--- src/rtl/lsu_pkg.sv ---
// lsu_pkg: shared definitions for the load/store read-modify-write unit.
//   - req_size encodings (SZ_BYTE, SZ_HALF, SZ_WORD, SZ_RSVD)
//   - FSM state enum (IDLE, ACCESS, WRITE, RESP)
package lsu_pkg;

  localparam logic [1:0] SZ_BYTE = 2'b00;
  localparam logic [1:0] SZ_HALF = 2'b01;
  localparam logic [1:0] SZ_WORD = 2'b10;
  localparam logic [1:0] SZ_RSVD = 2'b11;

  typedef enum logic [1:0] {
    IDLE   = 2'd0,
    ACCESS = 2'd1,
    WRITE  = 2'd2,
    RESP   = 2'd3
  } lsu_state_e;

endpackage

--- src/rtl/lsu_lane_align.sv ---
// lsu_lane_align: combinational big-endian lane handling.
// Extract path:
//   ext_word, ext_off, ext_size, ext_signed -> ext_data (lane, extended to 32 bits)
// Merge path:
//   mrg_old, mrg_new, mrg_off, mrg_size -> mrg_data (old word with one lane replaced
//   by the low byte/halfword of mrg_new; the whole of mrg_new for word size)
// Offset 0 is the most significant byte/halfword.
module lsu_lane_align
  import lsu_pkg::*;
(
  input  logic [31:0] ext_word,
  input  logic [1:0]  ext_off,
  input  logic [1:0]  ext_size,
  input  logic        ext_signed,
  output logic [31:0] ext_data,
  input  logic [31:0] mrg_old,
  input  logic [31:0] mrg_new,
  input  logic [1:0]  mrg_off,
  input  logic [1:0]  mrg_size,
  output logic [31:0] mrg_data
);

  logic [7:0]  lane8;
  logic [15:0] lane16;

  // Select the addressed lane and extend it to the full word.
  always_comb begin
    lane8    = ext_word[31:24];
    lane16   = ext_off[1] ? ext_word[15:0] : ext_word[31:16];
    ext_data = ext_word;
    case (ext_off)
      2'd0:    lane8 = ext_word[31:24];
      2'd1:    lane8 = ext_word[23:16];
      2'd2:    lane8 = ext_word[15:8];
      2'd3:    lane8 = ext_word[7:0];
      default: lane8 = ext_word[31:24];
    endcase
    case (ext_size)
      SZ_BYTE: ext_data = {{24{ext_signed & lane8[7]}}, lane8};
      SZ_HALF: ext_data = {{16{ext_signed & lane16[15]}}, lane16};
      default: ext_data = ext_word;
    endcase
  end

  // Replace the addressed lane of the old word with the new store data.
  always_comb begin
    mrg_data = mrg_new;
    case (mrg_size)
      SZ_BYTE: begin
        case (mrg_off)
          2'd0:    mrg_data = {mrg_new[7:0], mrg_old[23:0]};
          2'd1:    mrg_data = {mrg_old[31:24], mrg_new[7:0], mrg_old[15:0]};
          2'd2:    mrg_data = {mrg_old[31:16], mrg_new[7:0], mrg_old[7:0]};
          2'd3:    mrg_data = {mrg_old[31:8], mrg_new[7:0]};
          default: mrg_data = mrg_old;
        endcase
      end
      SZ_HALF: begin
        if (mrg_off[1]) begin
          mrg_data = {mrg_old[31:16], mrg_new[15:0]};
        end else begin
          mrg_data = {mrg_new[15:0], mrg_old[15:0]};
        end
      end
      default: mrg_data = mrg_new;
    endcase
  end

endmodule

--- src/rtl/lsu_rmw.sv ---
// lsu_rmw: load/store unit in front of a word-wide memory without byte enables.
// Sub-word stores are done as read (ACCESS) then merged write (WRITE).
// Ports:
//   clk, rst_n                 clock, async active-low reset
//   req_valid/req_ready        request handshake (ready only in IDLE)
//   req_load, req_size, req_signed, req_addr, req_wdata   request fields
//   resp_valid, resp_rdata, resp_err                      one-cycle response
//   mem_addr, mem_wdata, mem_we, mem_rdata                word memory port
// Configuration macro: LSU_MISALIGN_TRAP_EN
//   defined     -> misaligned / reserved-size requests answer with resp_err
//   not defined -> low address bits are masked, reserved size acts as word
module lsu_rmw
  import lsu_pkg::*;
#(
  parameter int ADDR_W = 32
) (
  input  logic              clk,
  input  logic              rst_n,
  input  logic              req_valid,
  output logic              req_ready,
  input  logic              req_load,
  input  logic [1:0]        req_size,
  input  logic              req_signed,
  input  logic [ADDR_W-1:0] req_addr,
  input  logic [31:0]       req_wdata,
  output logic              resp_valid,
  output logic [31:0]       resp_rdata,
  output logic              resp_err,
  output logic [ADDR_W-3:0] mem_addr,
  output logic [31:0]       mem_wdata,
  output logic              mem_we,
  input  logic [31:0]       mem_rdata
);

  lsu_state_e        state, state_nxt;
  logic              load_q, signed_q, err_q;
  logic [1:0]        size_q, off_q;
  logic [31:0]       wdata_q, merge_q, rdata_q;
  logic [ADDR_W-3:0] addr_q;

  logic              accept, req_err;
  logic [1:0]        eff_size, eff_off;
  logic              sub_store;
  logic [31:0]       ext_data, mrg_data;

  assign accept    = req_valid && (state == IDLE);
  assign sub_store = !load_q && (size_q != SZ_WORD);

`ifdef LSU_MISALIGN_TRAP_EN
  // Flag misaligned halves/words and the reserved size.
  always_comb begin
    eff_size = req_size;
    eff_off  = req_addr[1:0];
    req_err  = 1'b0;
    case (req_size)
      SZ_HALF: req_err = req_addr[0];
      SZ_WORD: req_err = (req_addr[1:0] != 2'b00);
      SZ_RSVD: req_err = 1'b1;
      default: req_err = 1'b0;
    endcase
  end
`else
  // No trapping: reserved size becomes word, low offset bits are masked.
  always_comb begin
    eff_size = (req_size == SZ_RSVD) ? SZ_WORD : req_size;
    eff_off  = req_addr[1:0];
    req_err  = 1'b0;
    case (eff_size)
      SZ_HALF: eff_off = {req_addr[1], 1'b0};
      SZ_WORD: eff_off = 2'b00;
      default: eff_off = req_addr[1:0];
    endcase
  end
`endif

  lsu_lane_align u_align (
    .ext_word   (mem_rdata),
    .ext_off    (off_q),
    .ext_size   (size_q),
    .ext_signed (signed_q),
    .ext_data   (ext_data),
    .mrg_old    (merge_q),
    .mrg_new    (wdata_q),
    .mrg_off    (off_q),
    .mrg_size   (size_q),
    .mrg_data   (mrg_data)
  );

  // State register.
  always_ff @(posedge clk or negedge rst_n) begin
    if (!rst_n) begin
      state <= IDLE;
    end else begin
      state <= state_nxt;
    end
  end

  // Next-state logic.
  always_comb begin
    state_nxt = state;
    case (state)
      IDLE: begin
        if (accept) begin
          state_nxt = req_err ? RESP : ACCESS;
        end else begin
          state_nxt = IDLE;
        end
      end
      ACCESS:  state_nxt = sub_store ? WRITE : RESP;
      WRITE:   state_nxt = RESP;
      RESP:    state_nxt = IDLE;
      default: state_nxt = IDLE;
    endcase
  end

  // Request latches, merge capture and response data registers.
  always_ff @(posedge clk or negedge rst_n) begin
    if (!rst_n) begin
      load_q   <= 1'b0;
      signed_q <= 1'b0;
      size_q   <= SZ_BYTE;
      off_q    <= 2'b00;
      wdata_q  <= 32'h0000_0000;
      addr_q   <= '0;
      merge_q  <= 32'h0000_0000;
      rdata_q  <= 32'h0000_0000;
      err_q    <= 1'b0;
    end else begin
      case (state)
        IDLE: begin
          if (accept) begin
            load_q   <= req_load;
            signed_q <= req_signed;
            size_q   <= eff_size;
            off_q    <= eff_off;
            wdata_q  <= req_wdata;
            addr_q   <= req_addr[ADDR_W-1:2];
            rdata_q  <= 32'h0000_0000;
            err_q    <= req_err;
          end
        end
        ACCESS: begin
          if (load_q) begin
            rdata_q <= ext_data;
          end else if (sub_store) begin
            merge_q <= mem_rdata;
          end
        end
        RESP: begin
          rdata_q <= 32'h0000_0000;
          err_q   <= 1'b0;
        end
        default: begin
        end
      endcase
    end
  end

  // All outputs come from registers only; mem_we is decoded from state so
  // an async reset removes it immediately.
  assign req_ready  = (state == IDLE);
  assign resp_valid = (state == RESP);
  assign resp_rdata = rdata_q;
  assign resp_err   = err_q;
  assign mem_addr   = addr_q;
  assign mem_wdata  = (state == WRITE) ? mrg_data : wdata_q;
  assign mem_we     = (state == WRITE) ||
                      ((state == ACCESS) && !load_q && (size_q == SZ_WORD));

endmodule

--- config.mk ---
export PLATFORM = sky130hd
export DESIGN_NAME = lsu_rmw
export DESIGN_NICKNAME = d
export VERILOG_FILES = /design/src/rtl/lsu_pkg.sv /design/src/rtl/lsu_lane_align.sv /design/src/rtl/lsu_rmw.sv
export SDC_FILE = /design/constraint.sdc
export NUM_CORES = 1
export LEC_CHECK = 0
export CAP_MARGIN = 20
export CORE_ASPECT_RATIO = 1.5
export CORE_UTILIZATION = 39
export DETAILED_ROUTE_END_ITERATION = 10
export GPL_TIMING_DRIVEN = 0
export PLACE_DENSITY = 0.71
export SLEW_MARGIN = 40
export SYNTH_ARGS = -nofsm -noshare
export SYNTH_HDL_FRONTEND = slang
export SYNTH_SLANG_ARGS = --single-unit
--- constraint.sdc ---
create_clock -name clk -period 2.52 [get_ports clk]
set_input_delay 0.63 -clock clk [delete_from_list [all_inputs] [get_ports clk]]
set_output_delay 0.63 -clock clk [all_outputs]
set_load 0.01 [all_outputs]
==> impl_results.md <==
* Cell count after synthesis at 538
* Top cell type's share of synthesized area at 0.525
* Via Count at 5421
* Gr ovfl total at 0
* Die Ht at 159 um
* Final ANT Viol Nets at 0
* CORE AREA at 16100 sq um
* Worst skew pair latency at 0.42 ns
* Routed len/inst at 21.0 um
* CP Data Required Time at around 1.9 ns
* Final min period at approximately 2.7 ns
* Final worst path period share at 1.07
* Vias per cell at approximately 5.4
* First-pass GRT wire length at 32.7 mm
* Critical path fanouts, max at 7
* Clock buffer depth at 2
* Vias in the first global route at roughly 5.9k
* Metal2 WL at 11.2 mm
* Largest net degree at the start of global routing at 79
* Setup violators final at 19
* Leak pwr at 4.26 nW
* Reg area at roughly 3400 sq um
* Failing checks: DRC, setup timing
* Initial antenna violation count at 0
* Power per cell area at around 1400 nW/um^2
* Synth area leader: dfrtp_1
* Fin. Hold Viols at 0
* CP Launch Type: register
* Met3 wire length at 1.20 mm
* Number of buffers added on ports at between 150 and 200
* Root Buffer: clkbuf_16
* CTS tree: yes
* RSZ-0062 raised after global routing: true
* Starting Density at 0.397
* DRT iter0 DRCs at around 310
* Area occupied by multi-input gates at 3070 sq um
* YS warnings at 0
* Worst Tran Pin Value at a little under 0.7 ns
* Final setup margin at -0.169 ns
* Max H-tree Level at 4
* Max Fclk at roughly 370 MHz
* Final Hold Slack at 0.138 ns
* WL final at 21.1 mm
* DRT Pass-1 Iters at 7
* Area Overhead vs Synth at 54.4%
* Antenna diodes at 0
* EDFF count, synth at 0
* Max Transition Viols Final at 0
* Crit path kind: reg2out
* Rows at 57
* Placer Congestion at 0.894
* #FFs+latches synth at 134
* MaxCap Viol Count at 0
* Nets@finish at 890
* Met1 WL at 7.53 mm
* Synth area leaders: dfrtp_1 52%, mux2_2 20%, o21ai_0 3.7%, mux2i_1 2.7%, a221o_1 2.5%
* Post-synth top cells: 134 x dfrtp_1, 114 x mux2_2, 47 x o21ai_0, 36 x nand2_1, 23 x a21oi_1
* VDD IR max at 0.550 mV
* Post-synthesis async set-or-reset flop share at 1.00
* Netlist Area Pre-Place at 6390 sq um
* Fillcell total at 1340
* Endpoint class of the critical path: output port
* Hold Crit Class: in2async
* Clock skew at 0.00996 ns
* Synth Net Count at 645
* Residual DRC at 1
* Final core utilization at 0.612
* CTS clk-pin slew, worst paths at 0.07 ns
* Max_slew headroom at 0.548
* Yosys cell types at 38
* Share of cells above drive strength 1 at 0.342
* Register area share after synthesis at 0.525
* Sink Count at around 130
* CTS Buf Count at 17
* I/O pins at 201
* Top sig layer: met4
* Worst Path Arrival at roughly 2.1 ns
* Avg Cell Area, Syn at roughly 12 sq um
* Die W at 107 um
* Most frequent cell after synthesis: dfrtp_1
* Ys flop type: dfrtp_1
* Status: finished with violations
* DP HPWL at roughly 16 mm
* Die Area at between 15000 and 20000 sq um
* Overall routing resource usage at 0.256
-- placed cells by master (no fill, tap or decap), types with 5 or more instances in the layout --
cell type and instances:
clkdlybuf4s50_1 164, dfrtp_1 131, mux2_2 99, o21ai_0 40
nand2_1 36, buf_6 34, buf_4 24, clkbuf_16 17
mux2i_1 16, a221o_1 16, mux2_4 15, nor2_1 14
a21oi_1 14, a22oi_1 14, clkbuf_2 12, buf_2 10
inv_1 9, clkbuf_1 9, o22ai_1 8, or3_1 8
o21ai_1 7, a2bb2oi_1 7, a21oi_4 6, a311oi_1 6
o31ai_1 6, buf_12 5
-- stage by stage --
| step | setup TNS (ns) | total power [mW] | cell area (sq um) | worst slack, ns | std cells |
|---|---|---|---|---|---|
| floorplan | 0 | 7.39 | 6390 | 0.286 | 538 |
| global placement | -589.49 | 10.3 | 8640 | -4.33 | 943 |
| detailed placement | -13.89 | 10.5 | 8670 | -0.665 | 944 |
| CTS | -1.69 | 13.9 | 9740 | -0.148 | 997 |
| global route | -2.95 | 14.9 | 9870 | -0.236 | 1002 |
| finish | -1.44 | 14.2 | 9870 | -0.169 | 1002 |
-- worst max-delay path: stages (launching register included) --
cell and delay, ns:
dfrtp_1 0.40, inv_2 0.09, ha_4 0.15, nor2b_4 0.21, o21ai_4 0.10, buf_12 0.15, buf_6 0.11, mux2_4 0.30
buf_6 0.12
-- where the power goes --
group          switching [mW]  internal (mW)
Sequential              0.834           3.19
Clock                   0.986           1.56
Combinational            3.50           4.13
-- area by class of cell --
type | instances | share of cell area
buffer | 34 | 0.0222
clock buffer | 17 | 0.0431
clock inverter | 15 | 0.0180
inverter | 13 | 0.00533
multi-input combinational | 352 | 0.311
sequential | 134 | 0.340
tap | 206 | 0.0261
timing repair buffer | 231 | 0.234
-- worst paths after layout --
check | slack (ns) | to | depth (start not counted) | from
min in group clk | 0.47 | resp_rdata[3]$_DFFE_PN0P_ | 2 | resp_rdata[3]$_DFFE_PN0P_
min reg2reg | 0.47 | resp_rdata[3]$_DFFE_PN0P_ | 2 | resp_rdata[3]$_DFFE_PN0P_
max | -0.17 | mem_wdata[6] | 8 | state[0]$_DFF_PN0_
max reg2reg | 0.17 | size_q[1]$_DFFE_PN0P_ | 7 | state[1]$_DFF_PN0_
min | 0.14 | load_q$_DFFE_PN0P_ | 1 | rst_n
max in group asynchronous | 1.65 | wdata_q[3]$_DFFE_PN0P_ | 2 | rst_n
-- repair_timing --
item | in CTS | in global routing
endpoints found under the setup margin | 33 | 34
setup buffers | 24 | 8
resized for setup | 201 | 60
hold buffers | 0 | 0
pin swaps | 8 | 3
-- kinds of logic after synthesis --
group / Yosys count / share of synthesized area
buffers and inverters: 52 / 0.0358
adder cells (fa/ha/maj): 4 / 0.00783
AO/OA/AOI/OAI: 141 / 0.149
AND/OR/NAND/NOR: 75 / 0.0546
multiplexers: 131 / 0.227
other: 1 / 0.000587
flip-flops: 134 / 0.525
-- routing by layer --
metal | up-vias | track usage
li1 | 2463 | -
met1 | 2653 | 0.273
met2 | 236 | 0.468
met3 | 69 | 0.0530
met4 | 0 | 0.128
met5 | - | 0
-- sequential cells by signal, indices dropped and copies added (netlist names) --
register / count
merge_q: 32
resp_rdata: 32
wdata_q: 32
mem_addr: 30
off_q: 2
size_q: 2
state: 2
load_q: 1
signed_q: 1
Note: power is estimated with default switching activity, not from simulation.
